==> src/rtl/xpmwrap_sdpram_be_pkg.sv <==
// Shared types and elaboration helpers for the byte-enable simple dual-port RAM wrapper.
package xpmwrap_pkg;

  typedef enum logic {
    CLEAR = 1'b0,
    READY = 1'b1
  } state_e;

  function automatic int nb_calc(input int data_width, input int byte_width);
    return data_width / byte_width;
  endfunction

  function automatic bit params_ok(input int read_latency, input int data_width,
                                   input int byte_width);
    return (read_latency >= 1) && (read_latency <= 3) && (byte_width > 0) &&
           ((data_width % byte_width) == 0);
  endfunction

endpackage

==> src/rtl/xpmwrap_sdpram_be_delay.sv <==
// Valid+data delay line with synchronous active-low clear; STAGES must be at least 1.
module xpmwrap_delay #(
  parameter int STAGES = 1,
  parameter int WIDTH  = 32
) (
  input  logic             clk,
  input  logic             rstn,
  input  logic             valid_i,
  input  logic [WIDTH-1:0] data_i,
  output logic             valid_o,
  output logic [WIDTH-1:0] data_o
);

  logic [STAGES-1:0] vld_q;
  logic [WIDTH-1:0]  dat_q [STAGES];

  always_ff @(posedge clk) begin
    if (!rstn) begin
      vld_q <= '0;
      for (int i = 0; i < STAGES; i++) dat_q[i] <= '0;
    end else begin
      vld_q[0] <= valid_i;
      dat_q[0] <= data_i;
      for (int i = 1; i < STAGES; i++) begin
        vld_q[i] <= vld_q[i-1];
        dat_q[i] <= dat_q[i-1];
      end
    end
  end

  assign valid_o = vld_q[STAGES-1];
  assign data_o  = dat_q[STAGES-1];

endmodule

==> src/rtl/xpmwrap_sdpram_be.sv <==
// Single-clock SDP RAM with byte enables, read latency 1..3 and a post-reset clear sweep.
// Define XPMWRAP_SDPRAM_BE_BYPASS_EN for per-byte write-first on same-address collisions.
module xpmwrap_sdpram_be
  import xpmwrap_pkg::*;
#(
  parameter int                  ADDR_WIDTH     = 6,
  parameter int                  DATA_WIDTH     = 32,
  parameter int                  BYTE_WIDTH     = 8,
  parameter int                  READ_LATENCY   = 2,
  parameter int                  CLEAR_ON_RESET = 1,
  parameter logic [DATA_WIDTH-1:0] CLEAR_VALUE  = '0
) (
  input  logic                                          clk,
  input  logic                                          rstn,
  input  logic                                          wr_en,
  input  logic [ADDR_WIDTH-1:0]                         wr_addr,
  input  logic [nb_calc(DATA_WIDTH, BYTE_WIDTH)-1:0]    wr_be,
  input  logic [DATA_WIDTH-1:0]                         wr_data,
  input  logic                                          rd_en,
  input  logic [ADDR_WIDTH-1:0]                         rd_addr,
  output logic [DATA_WIDTH-1:0]                         rd_data,
  output logic                                          rd_valid,
  output logic                                          busy,
  output logic                                          drop_err
);

  localparam int NB    = nb_calc(DATA_WIDTH, BYTE_WIDTH);
  localparam int DEPTH = 2 ** ADDR_WIDTH;
  localparam logic [ADDR_WIDTH-1:0] LAST_ADDR = '1;

  if (!params_ok(READ_LATENCY, DATA_WIDTH, BYTE_WIDTH)) begin : g_bad_params
    $error("xpmwrap_sdpram_be: READ_LATENCY must be 1..3 and DATA_WIDTH a multiple of BYTE_WIDTH");
  end

  state_e                state_q, state_d;
  logic [ADDR_WIDTH-1:0] sweep_q, sweep_d;
  logic                  drop_q;
  logic                  rd_valid_q;
  logic [DATA_WIDTH-1:0] rd_data_q;
  logic [DATA_WIDTH-1:0] mem_q [DEPTH];

  logic                  rd_acc, wr_acc, mem_we;
  logic [ADDR_WIDTH-1:0] mem_addr;
  logic [NB-1:0]         mem_be;
  logic [DATA_WIDTH-1:0] mem_wdata, rd_word;
  logic                  dl_valid;
  logic [DATA_WIDTH-1:0] dl_data;

  always_comb begin
    state_d = state_q;
    sweep_d = sweep_q;
    if (!rstn) begin
      state_d = (CLEAR_ON_RESET != 0) ? CLEAR : READY;
      sweep_d = '0;
    end else if (state_q == CLEAR) begin
      if (sweep_q == LAST_ADDR) state_d = READY;
      else                      sweep_d = sweep_q + ADDR_WIDTH'(1);
    end
  end

  always_ff @(posedge clk) begin
    state_q <= state_d;
    sweep_q <= sweep_d;
  end

  assign busy   = (state_q == CLEAR);
  assign rd_acc = rstn && (state_q == READY) && rd_en;
  assign wr_acc = rstn && (state_q == READY) && wr_en;

  // The sweep owns the write port while busy; user writes only land in READY.
  always_comb begin
    mem_we    = wr_acc;
    mem_addr  = wr_addr;
    mem_be    = wr_be;
    mem_wdata = wr_data;
    if (rstn && (state_q == CLEAR)) begin
      mem_we    = 1'b1;
      mem_addr  = sweep_q;
      mem_be    = '1;
      mem_wdata = CLEAR_VALUE;
    end
  end

  always_ff @(posedge clk) begin
    if (mem_we) begin
      for (int i = 0; i < NB; i++) begin
        if (mem_be[i]) mem_q[mem_addr][i*BYTE_WIDTH +: BYTE_WIDTH] <= mem_wdata[i*BYTE_WIDTH +: BYTE_WIDTH];
      end
    end
  end

  always_comb begin
    rd_word = mem_q[rd_addr];
`ifdef XPMWRAP_SDPRAM_BE_BYPASS_EN
    if (wr_acc && (wr_addr == rd_addr)) begin
      for (int i = 0; i < NB; i++) begin
        if (wr_be[i]) rd_word[i*BYTE_WIDTH +: BYTE_WIDTH] = wr_data[i*BYTE_WIDTH +: BYTE_WIDTH];
      end
    end
`endif
  end

  if (READ_LATENCY > 1) begin : g_delay
    xpmwrap_delay #(
      .STAGES (READ_LATENCY - 1),
      .WIDTH  (DATA_WIDTH)
    ) u_delay (
      .clk     (clk),
      .rstn    (rstn),
      .valid_i (rd_acc),
      .data_i  (rd_word),
      .valid_o (dl_valid),
      .data_o  (dl_data)
    );
  end else begin : g_nodelay
    assign dl_valid = rd_acc;
    assign dl_data  = rd_word;
  end

  // Output register holds the last returned word between beats.
  always_ff @(posedge clk) begin
    if (!rstn) begin
      rd_valid_q <= 1'b0;
      rd_data_q  <= '0;
      drop_q     <= 1'b0;
    end else begin
      rd_valid_q <= dl_valid;
      if (dl_valid) rd_data_q <= dl_data;
      if ((state_q == CLEAR) && (rd_en || wr_en)) drop_q <= 1'b1;
    end
  end

  assign rd_valid = rd_valid_q;
  assign rd_data  = rd_data_q;
  assign drop_err = drop_q;

endmodule

==> config.mk <==
export PLATFORM = sky130hd
export DESIGN_NAME = xpmwrap_sdpram_be
export DESIGN_NICKNAME = d
export VERILOG_FILES = /design/src/rtl/xpmwrap_sdpram_be_pkg.sv /design/src/rtl/xpmwrap_sdpram_be_delay.sv /design/src/rtl/xpmwrap_sdpram_be.sv
export SDC_FILE = /design/constraint.sdc
export NUM_CORES = 2
export LEC_CHECK = 0
export CAP_MARGIN = 25
export CORE_AREA = 2 2 389 391
export CTS_CLUSTER_SIZE = 40
export DETAILED_ROUTE_END_ITERATION = 8
export DIE_AREA = 0 0 391 393
export PLACE_DENSITY = 0.71
export SYNTH_ARGS = -nofsm -noshare
export SYNTH_HDL_FRONTEND = slang
export SYNTH_HIERARCHICAL = 1
export SYNTH_SLANG_ARGS = --single-unit
export TNS_END_PERCENT = 30
==> constraint.sdc <==
create_clock -name clk -period 4.7 [get_ports clk]
set_clock_uncertainty 0.05 [all_clocks]
set_input_delay 1.175 -clock clk [delete_from_list [all_inputs] [get_ports clk]]
set_output_delay 1.175 -clock clk [all_outputs]
set_load 0.05 [all_outputs]
==> results.cfg <==
[status]
status = finished, final reports clean

[worst_setup_path]
reg2reg_depth = 6
reg2reg_to = mem_q[27][8]$_DFFE_PP_
arrival_ns = 4.29
r2r_start = state_q$_SDFF_PN0_
r2r_setup_slack_ns = 0.87
cp_max_fo = 13
endpoint_kind = flip-flop
start_kind = flip-flop
worstSetupPathType = flip-flop to flip-flop
cp.required_ns = 5.16

[clocking]
root_buffer = clkbuf_16
clockBufferDepth = 3
cts.sinks = 2122
post_cts_resized = 0
postCtsSetupRepairBufs = 0
hold_buffers = 0
cts-buffers-inserted = 202
htreeDepth = 4
clock_latency_ns = 0.83
cts_tree = done
clk_pin_slew_ns = 0.06

[synthesis]
ys_seq_elements = 2122
syn_area_um2 = 81900
syn-num-nets = 4020
synth_cell_types = 50
synth_top_cell_by_area = edfxtp_1
synth_top_area_share = 0.751
synth_most_common_cell = edfxtp_1
synthArstFlopShare = 0
syn_avg_cell_area_um2 = 20.7
ys.flop_type = edfxtp_1
seq_area_frac_synth = 0.769
syn_inst = 3967
ys_warn_count = 6
ys_top_cells_by_area = edfxtp_1 75%, mux4_2 13%, dfxtp_1 1.8%
synth_edf_count = 2048
synth_common_cells = 2048 x edfxtp_1, 485 x mux4_2, 293 x nor2_1

[global_route]
grt_pass1_wl_mm = 305
grt_pass1_vias = 41979
overflow = 0
track_usage = 0.281
grt_max_degree = 80
antenna_found_initial = 11

[cells_and_area]
design_area_um2 = 94000
regArea_um2 = 63000
nets = 4490
area_growth_pct = 14.7
layoutNonFillerInstCount = 6551
n_fill_cell = 9995
multiInputGateArea_um2 = 17800
drive_above_1_share = 0.277

[sta]
rsz0062_at_grt = false
worstMarginPinSlew_ns = 1.07
setup_tns_ns = 0
whs_ns = 0.415
setup_viol = 0
slew_headroom = 0.283
period_share = 0.814
min_period_ns = 3.83
max_freq_mhz = 261
finalHoldViolations = 0
finalMaxSlewViolations = 0

[power_and_ir_drop]
irDropWorstVdd_v = 0.000346
p_leak_uw = 0.0303
power_density_nw_per_um2 = 415

[route]
first_pass_iters = 6
ant_nets = 0
routed_wl_mm = 213
drcViolationCount = 0
wire_per_inst_um = 32.5
drt_iter0_drc = 6204
num_vias = 42812
vias_per_cell = 6.54

[job]
maxCapViolations = 0

[die]
dieWidth_um = 391
start_util = 0.549
die_area_um2 = 154000
die_h_um = 393
coreArea_um2 = 149000
ioPinCount = 87
placementRows = 142

[min_path]
holdPathEnd = drop_err$_SDFFE_PN0P_
worstHoldStart = drop_err$_SDFFE_PN0P_
min_path_cells = 1
hold_path.class = flip-flop to flip-flop

[placement]
port_buffers = 86
gp_congestion = 0.905
dpl-instance-area_um2 = 87400
dp_hpwl_mm = 137
placed_cells = 6175
[worst max-delay path, stage by stage (launching register included)]
cell and delay (ns):
dfxtp_1 0.83, nand2b_4 0.39, mux2i_1 0.63, and2_1 0.52, nand2_1 0.38, nor2_1 0.44
buf_4 0.24
[layer usage]
layer / share of wire / track usage / up-vias
met5: 0.00025 / 0 / -
met4: 0.041 / 0.108 / 8
met3: 0.12 / 0.0761 / 389
met2: 0.46 / 0.427 / 2725
met1: 0.37 / 0.394 / 22412
li1: - / - / 17278
[worst max path at each step]
stage,start,end,slack [ns],cells past startpoint
3_3_place_gp,wr_addr[1],mem_q[31][13]$_DFFE_PP_,0.51,7
3_5_place_dp,wr_addr[0],mem_q[31][8]$_DFFE_PP_,0.49,7
2_1_floorplan,rstn,mem_q[0][10]$_DFFE_PP_,1.55,5
4_1_cts,state_q$_SDFF_PN0_,busy,1.04,2
5_1_grt,state_q$_SDFF_PN0_,mem_q[22][0]$_DFFE_PP_,0.80,5
6_report,state_q$_SDFF_PN0_,mem_q[27][8]$_DFFE_PP_,0.87,6
[per-stage QoR]
stage	utilization	power, uW	setup WS [ns]
6_report	0.630	39000	0.874
5_1_grt	0.630	40000	0.800
4_1_cts	0.629	39200	1.04
3_5_place_dp	0.586	23500	0.495
3_3_place_gp	0.586	23500	0.514
2_1_floorplan	-	22500	1.55
[where the power goes]
part / internal (uW) / total, uW / switching, uW / leakage (uW)
registers: 20900 / 20900 / 75.1 / 0.0193
clock network: 8930 / 15900 / 6960 / 0.00315
logic: 776 / 2210 / 1430 / 0.00784
total: 30600 / 39000 / 8470 / 0.0303
[area by class of cell]
class                   instances  share of cell area
repair buffers                492              0.0454
diodes                          2           0.0000533
inverters                       2           0.0000799
clock inverters               118              0.0128
clock buffers                 254              0.0562
well taps                    1944              0.0259
multi-input cells            1617               0.189
flip-flops and latches       2122               0.670
[sequential cells by signal, indices dropped and copies added, names as in the netlist]
register and cells:
mem_q 2048, rd_valid 1, state_q 1, g_delay.u_delay/dat_q 32, sweep_q 6, rd_data 32, g_delay.u_delay/valid_o 1, drop_err 1
[kinds of logic after synthesis]
kind of cell / Yosys count / share of synthesized area
flip-flops: 2122 / 0.769
XOR/XNOR: 5 / 0.000534
multiplexers: 624 / 0.151
AND/OR/NAND/NOR: 732 / 0.0421
adder cells (fa/ha/maj): 1 / 0.000153
AO/OA/AOI/OAI: 255 / 0.0228
buffers and inverters: 228 / 0.0152
[placed cells by master (no fill, tap or decap), types with 42 or more instances in the layout]
cell type           n
clkbuf_16         203
nor2_1            290
clkbuf_1           50
mux4_2            485
nand2_1           134
edfxtp_1         2048
mux2i_1           125
and2_2             65
buf_4             379
dfxtp_1            73
a22oi_1            64
o22ai_1            53
clkdlybuf4s50_1    80
nand4_1            46
nand3_1            76
clkinv_1           42
o221ai_1           49
nor2b_1            50
(Power assumes the default switching activity.)
